===== src/rtl/result_bus_arbiter_pkg.sv =====
// Shared constants for the ROB result-bus arbiter: widths and producer ids.
package result_bus_arbiter_pkg;

    localparam int unsigned ROB_WIDTH = 4;
    localparam int unsigned N_SRC     = 3;

    localparam int unsigned SRC_ALU   = 0;
    localparam int unsigned SRC_LOAD  = 1;
    localparam int unsigned SRC_STORE = 2;

    localparam int unsigned SRC_ID_W  = 2;
    typedef logic [SRC_ID_W-1:0] src_id_t;

endpackage


===== src/rtl/result_bus_arbiter_rr_picker.sv =====
// Combinational round-robin picker: first request at or above ptr_i, wrapping at N.
module rr_picker
    import result_bus_arbiter_pkg::*;
#(
    parameter int unsigned N     = 3,
    parameter int unsigned PTR_W = 2
) (
    input  logic [N-1:0]     req_i,
    input  logic [PTR_W-1:0] ptr_i,
    output logic [N-1:0]     gnt_o,
    output logic [PTR_W-1:0] winner_o,
    output logic             any_o
);

    localparam int unsigned DW = $clog2(2 * N);

    logic [2*N-1:0] dbl;
    logic [DW-1:0]  idx;
    logic [DW-1:0]  wrapped;

    // Searching the doubled vector turns the modulo wrap into a plain upward scan.
    assign dbl = {req_i, req_i};

    always_comb begin
        gnt_o    = '0;
        winner_o = '0;
        any_o    = 1'b0;
        idx      = '0;
        wrapped  = '0;
        for (int unsigned k = 0; k < N; k++) begin
            idx = DW'(ptr_i) + DW'(k);
            if (!any_o && dbl[idx]) begin
                any_o    = 1'b1;
                wrapped  = (idx >= DW'(N)) ? (idx - DW'(N)) : idx;
                winner_o = PTR_W'(wrapped);
            end
        end
        if (any_o) begin
            gnt_o[winner_o] = 1'b1;
        end
    end

endmodule


===== src/rtl/result_bus_arbiter.sv =====
// Shares the registered ROB result bus among N_SRC producers, each with a one-entry slot.
module result_bus_arbiter
    import result_bus_arbiter_pkg::*;
#(
    parameter int unsigned ROB_WIDTH = result_bus_arbiter_pkg::ROB_WIDTH,
    parameter int unsigned N_SRC     = result_bus_arbiter_pkg::N_SRC
) (
    input  logic                      clockIn,
    input  logic                      resetIn,
    input  logic                      clear,
    input  logic [N_SRC-1:0]          srcValid,
    input  logic [N_SRC*ROB_WIDTH-1:0] srcRobIndex,
    input  logic [N_SRC*32-1:0]       srcValue,
    output logic [N_SRC-1:0]          srcReady,
    output logic                      busValid,
    output logic [ROB_WIDTH-1:0]      busRobIndex,
    output logic [31:0]               busValue,
    output logic [1:0]                busSrc
);

    localparam int unsigned PTR_W = (N_SRC > 1) ? $clog2(N_SRC) : 1;

    logic [N_SRC-1:0]     held_q, held_d;
    logic [ROB_WIDTH-1:0] slot_idx_q [N_SRC];
    logic [ROB_WIDTH-1:0] slot_idx_d [N_SRC];
    logic [31:0]          slot_val_q [N_SRC];
    logic [31:0]          slot_val_d [N_SRC];
    logic [PTR_W-1:0]     rr_ptr_q, rr_ptr_d;

    logic                 bus_valid_q, bus_valid_d;
    logic [ROB_WIDTH-1:0] bus_idx_q, bus_idx_d;
    logic [31:0]          bus_val_q, bus_val_d;
    src_id_t              bus_src_q, bus_src_d;

    logic [N_SRC-1:0]     grant;
    logic [PTR_W-1:0]     winner;
    logic                 any_grant;
    logic [N_SRC-1:0]     accept;

    rr_picker #(
        .N     (N_SRC),
        .PTR_W (PTR_W)
    ) u_rr_picker (
        .req_i    (held_q),
        .ptr_i    (rr_ptr_q),
        .gnt_o    (grant),
        .winner_o (winner),
        .any_o    (any_grant)
    );

    // A slot being drained this cycle may be refilled at the same edge.
    assign srcReady = clear ? '0 : (~held_q | grant);
    assign accept   = srcValid & srcReady;

    always_comb begin
        held_d      = held_q;
        slot_idx_d  = slot_idx_q;
        slot_val_d  = slot_val_q;
        rr_ptr_d    = rr_ptr_q;
        bus_valid_d = 1'b0;
        bus_idx_d   = bus_idx_q;
        bus_val_d   = bus_val_q;
        bus_src_d   = bus_src_q;

        for (int i = 0; i < int'(N_SRC); i++) begin
            if (grant[i]) begin
                held_d[i] = 1'b0;
            end
            if (accept[i]) begin
                held_d[i]     = 1'b1;
                slot_idx_d[i] = srcRobIndex[i*ROB_WIDTH +: ROB_WIDTH];
                slot_val_d[i] = srcValue[i*32 +: 32];
            end
        end

        if (clear) begin
            held_d = '0;
        end else if (any_grant) begin
            bus_valid_d = 1'b1;
            bus_idx_d   = slot_idx_q[winner];
            bus_val_d   = slot_val_q[winner];
            bus_src_d   = src_id_t'(winner);
            rr_ptr_d    = (winner == PTR_W'(N_SRC - 1)) ? '0 : (winner + PTR_W'(1));
        end
    end

    always_ff @(posedge clockIn or negedge resetIn) begin
        if (!resetIn) begin
            held_q      <= '0;
            rr_ptr_q    <= '0;
            bus_valid_q <= 1'b0;
            bus_idx_q   <= '0;
            bus_val_q   <= '0;
            bus_src_q   <= '0;
            for (int i = 0; i < int'(N_SRC); i++) begin
                slot_idx_q[i] <= '0;
                slot_val_q[i] <= '0;
            end
        end else begin
            held_q      <= held_d;
            rr_ptr_q    <= rr_ptr_d;
            bus_valid_q <= bus_valid_d;
            bus_idx_q   <= bus_idx_d;
            bus_val_q   <= bus_val_d;
            bus_src_q   <= bus_src_d;
            slot_idx_q  <= slot_idx_d;
            slot_val_q  <= slot_val_d;
        end
    end

    assign busValid    = bus_valid_q;
    assign busRobIndex = bus_idx_q;
    assign busValue    = bus_val_q;
    assign busSrc      = bus_src_q;

endmodule


===== config.mk =====
export PLATFORM = sky130hd
export DESIGN_NAME = result_bus_arbiter
export DESIGN_NICKNAME = d
export VERILOG_FILES = /design/src/rtl/result_bus_arbiter_pkg.sv /design/src/rtl/result_bus_arbiter_rr_picker.sv /design/src/rtl/result_bus_arbiter.sv
export SDC_FILE = /design/constraint.sdc
export NUM_CORES = 1
export LEC_CHECK = 0
export CAP_MARGIN = 25
export CORE_AREA = 8 8 138 140
export DETAILED_ROUTE_END_ITERATION = 10
export DIE_AREA = 0 0 146 148
export PLACE_DENSITY = 0.66
export SYNTH_ARGS = -nofsm -noshare
export SYNTH_HDL_FRONTEND = slang
export SYNTH_SLANG_ARGS = --single-unit

===== constraint.sdc =====
create_clock -name clockIn -period 8.3 [get_ports clockIn]
set_input_delay 0.83 -clock clockIn [delete_from_list [all_inputs] [get_ports clockIn]]
set_output_delay 0.83 -clock clockIn [all_outputs]
set_load 0.05 [all_outputs]

# Word level (Yosys, flattened, before mapping)
# Index checks and enable logic that the tools add are counted.
[word_totals]
wordCells = 79
out_inout_bits = 42
regBits = 152
[op_classes]
eq_ne = 1
n_reduce_logical = 9
bitwise = 5
add_sub_neg = 6
magnitude_cmp = 9
n_mux = 35
[ops]
columns = ["op", "n"]
rows = [
  ["binary-select mux 32 bit (select 2 bit)", 1],
  ["2-to-1 mux 32 bit", 2],
  ["2-to-1 mux 1 bit", 15],
  ["2-to-1 mux 2 bit", 7],
  ["2-to-1 mux 3 bit", 3],
  ["nonzero test 3 bit", 3],
  ["binary-select mux 4 bit (select 2 bit)", 1],
  ["< comparator 3 x 4 -> 1 bit (second input constant)", 2],
  ["2-to-1 mux 4 bit", 2],
  ["binary-select mux 1 bit (select 3 bit)", 2],
  [">= comparator 3 x 2 -> 1 bit (second input constant)", 2],
  ["subtractor 2 bit (second input constant)", 3],
  ["< comparator 2 x 4 -> 1 bit (second input constant)", 1],
  ["adder 2 x 1 -> 3 bit (second input constant)", 1],
  ["adder 2 x 2 -> 3 bit (second input constant)", 1],
  ["AND 3 bit", 1],
  [">= comparator 3 bit (second input constant)", 1],
  ["logical AND 1 bit", 3],
  ["< comparator 2 x 3 -> 1 bit (second input constant)", 1],
  ["NOT 2 -> 3 bit", 1],
  ["NOT 3 bit", 1],
  ["OR 3 bit", 1],
  ["adder 2 x 1 -> 2 bit (second input constant)", 1],
  ["binary-select mux 1 bit (select 2 bit)", 1],
  ["7 further kinds", 8],
]

# Depth between registers and ports, before layout
[depth]
ltp_word = 19
ltp_mapped = 12

# By module
# A second synthesis with hierarchy kept.
[hier_totals]
cells_unflattened = 543
area_unflattened_um2 = 7305.8
[by_module_without_submodules]
columns = ["module", "area_per_inst_um2", "cells_per_inst", "instances", "seq_area_each_um2"]
rows = [
  ["result_bus_arbiter", 7000.5, 503, 1, 3803.6],
  ["rr_picker", 305.3, 40, 1, 0.0],
]

# Least setup slack after synthesis
# Ideal clock, no wire load.
[synth_timing]
path_type = "register to output"
startpoint = "register rr_ptr_q[0]"
endpoint = "output srcReady[2]"
required_time_ns = 7.470
stages_incl_launch_ff = 12
arrival_ns = 2.796
path_buffers = 3
slack_ns = 4.674
cell_sequence = "dfrtp_1 -> buf_6 -> inv_1 -> ha_1 -> nand2b_1 -> o22ai_1 -> or4_1 -> a21boi_1 -> buf_2 -> buf_2 -> nor2_1 -> nor2_1"
[synth_between]
elab_chain_cells = 16
[synth_rtl]
columns = ["item", "line_no", "text"]
rows = [
  ["from (decl)", "result_bus_arbiter.sv:28", "logic [PTR_W-1:0] rr_ptr_q, rr_ptr_d;"],
  ["from (signal assigned)", "result_bus_arbiter.sv:101", "rr_ptr_q <= rr_ptr_d;"],
  ["parallel branches: the longest is 13 deep, another holds adder 2 x 1 -> 3 bit", "n/a", ""],
  ["2-to-1 mux 3 bit *", "result_bus_arbiter_rr_picker.sv:38", "if (any_o) begin"],
  ["OR 3 bit *", "result_bus_arbiter.sv:52", "assign srcReady = clear ? '0 : (~held_q | grant);"],
  ["2-to-1 mux 3 bit *", "result_bus_arbiter.sv:52", ""],
  ["to (decl)", "result_bus_arbiter.sv:14", "output logic [N_SRC-1:0] srcReady,"],
]
# Mark *: on every way between the ends. The select of a mux whose other input is x is not followed.

# Worst setup path after layout
[layout_timing]
startpoint = "register rr_ptr_q[0]"
endpoint = "output srcReady[1]"
# The elaborated chain is that of the path after synthesis.

==> qor.yml <==
outcome:
  status: "complete, no violations"
synth:
  synth_ff_type: "dfrtp_1"
  synth_async_sr_flop_share: 1.00
  synth_top_area_share: 0.572
  synthesis.area_um2: 6650
  synth-edff-count: 0
  ys_top_cells_by_count: "dfrtp_1 (152), nor2_1 (45), mux2_2 (41), nand2_1 (40), mux2_1 (38)"
  ys_seq_area_frac: 0.572
  ys_types: 44
  synth-seq-cells: 152
  yosysTopAreaCell: "dfrtp_1"
  avgSynthCellArea_um2: 12.9
  syn_inst: 514
  ys_warn_count: 0
  synth.most_common_cell: "dfrtp_1"
  synthTopCellsByArea: "dfrtp_1 (57%), mux2_2 (6.9%), mux2_4 (6.8%)"
  syn_nets: 631
timing:
  finClkSkew_ns: 0.00637
  setup-tns-final_ns: 0
  fmax_ghz: 0.208
  worst_pin_slew_ns: 0.998
  timing_hold_violations_final: 0
  finalCriticalPeriod_ns: 4.81
  grt_setup_unrepaired: "no"
  post-route-period-util: 0.579
  relSlewSlack: 0.335
  setup_viol: 0
  drv_slew: 0
critical_path:
  required_ns: 7.47
  endpoint_kind: "output port"
  path_max_fanout: 39
  ff2ff_path_depth: 10
  cp.arrival_ns: 3.98
  crit_path_start_kind: "register"
  worst-setup-path-type: "register to output port"
die:
  die_x_um: 146
  die_y_um: 148
  num_rows: 48
  fp.dieArea_um2: 21600
  ios: 156
  core_um2: 16900
  start_util: 0.393
cts:
  clkTransAtPathRegs_ns: 0.06
  cts_resized: 0
  cts-root-buf: "clkbuf_16"
  ctsHoldBuffers: 0
  max-clock-path-buffers: 2
  htree_levels: 4
  numCtsBuffers: 17
  clock_latency_ns: 0.41
  cts_setup_buffers: 0
  cts_sinks: 152
  cts_tree: "yes"
placement:
  dpl.cell_count: 866
  gp_congestion: 0.885
  dp_hpwl_mm: 11.6
  portBuffers: 155
final_layout:
  final_cells: 900
  utilization: 0.534
  num_antenna_cells: 0
  area_growth_syn_to_layout_pct: 36.0
  num-nets-final: 779
  drive_above_1_share: 0.179
route:
  drt_iter0_drc: 343
  vias: 4697
  routed_wl_mm: 17.3
  first_pass_iters: 5
  wl_per_cell_um: 19.2
  drcViolationCount: 0
  viasPerCell: 5.22
  ant_nets: 0
power_and_ir_drop:
  ir_drop_uv: 279
  p_leak_nw: 3.78
  power.density_nw_per_um2: 446
global_routing:
  grt_pass1_vias: 5153
  grt_usage: 0.163
  grt_pass1_wl_mm: 27.8
  grt.overflow.total: 0
  antenna_found_initial: 0
  grt_max_degree: 79
job:
  drv_cap: 0
hold_path:
  min_path_type: "input port to async pin"
-- state kept, by name, indices dropped and copies added (netlist names) --
name,cells
held_q,3
slot_idx_q,12
busSrc,2
busValid,1
slot_val_q,96
rr_ptr_q,2
busValue,32
busRobIndex,4
-- placed cells by master (no fill, tap or decap), types with 3 or more instances in the layout --
| cell type | Yosys | routed |
|---|---|---|
| a21oi_1 | 33 | 33 |
| a221oi_1 | 31 | 31 |
| a22oi_1 | 5 | 5 |
| buf_16 | 0 | 3 |
| buf_4 | 4 | 5 |
| bufinv_16 | 0 | 5 |
| clkbuf_16 | 0 | 17 |
| clkdlybuf4s50_1 | 0 | 154 |
| dfrtp_1 | 152 | 152 |
| ha_1 | 3 | 3 |
| inv_1 | 9 | 9 |
| mux2_1 | 38 | 38 |
| mux2_2 | 41 | 41 |
| mux2_4 | 30 | 30 |
| mux2i_1 | 6 | 6 |
| nand2_1 | 40 | 40 |
| nand3_1 | 6 | 6 |
| nor2_1 | 45 | 45 |
| o211ai_1 | 5 | 5 |
| o21ai_0 | 4 | 4 |
-- final timing paths --
check                                 end      startpoint  slack (ns)
max reg2reg                   busValue[8]     rr_ptr_q[0]        4.14
min in group clockIn       slot_val_q[47]  slot_val_q[47]        0.49
max in group asynchronous    busValue[27]         resetIn        6.85
max                           srcReady[1]     rr_ptr_q[0]        3.49
min                        slot_val_q[30]         resetIn        0.43
min reg2reg                slot_val_q[47]  slot_val_q[47]        0.49
-- where the power goes --
| part | internal, W | switching [W] |
|---|---|---|
| clock | 0.000551 | 0.000303 |
| sequential | 0.00108 | 0.000201 |
| combinational | 0.000744 | 0.00116 |
-- per-stage QoR --
stage	setup slack (ns)	area, µm²	total power [W]	hold slack (ns)
after floorplan	4.67	6650	0.00260	0.458
after global placement	4.15	8310	0.00312	0.466
after detailed placement	4.01	8340	0.00319	0.476
after CTS	3.50	8990	0.00407	0.456
after global routing	3.16	9050	0.00428	0.485
final	3.49	9050	0.00404	0.428
-- layer usage --
layer / share of wire / vias to the layer above / GRT usage
met4: 0.012 / 0 / 0.0479
met1: 0.45 / 2356 / 0.211
met3: 0.066 / 23 / 0.0501
li1: - / 2147 / -
met2: 0.47 / 171 / 0.257
met5: 0 / - / 0
-- worst max-delay path, stage by stage (launching register included) --
cell and delay [ns]:
dfrtp_1 0.66, inv_1 0.11, ha_1 0.40, inv_1 0.14
o21ai_0 0.09, o32ai_1 0.27, a22o_2 0.79, nor2_1 0.13
nor2_1 0.12, clkdlybuf4s50_1 0.81
-- area by class of cell --
type                            instances  area [µm²]
Clock inverter                         11         193
Timing Repair Buffer                  163        1670
Clock buffer                           21         460
Tap cell                              225         282
Sequential cell                       152        3800
Inverter                                9        33.8
Fill cell                            1424        7890
Multi-Input combinational cell        319        2600
-- logic make-up after synthesis --
kind of cell | count (synthesis) | share of synthesized area
adders and majority gates | 3 | 0.00564
buffers and inverters | 43 | 0.0399
muxes | 116 | 0.213
and+or+nand+nor | 105 | 0.0687
DFF | 152 | 0.572
AOI/OAI and AO/OA | 93 | 0.0988
xor gates and xnor gates | 2 | 0.00263
No activity file was read; power rests on OpenSTA's default activity.
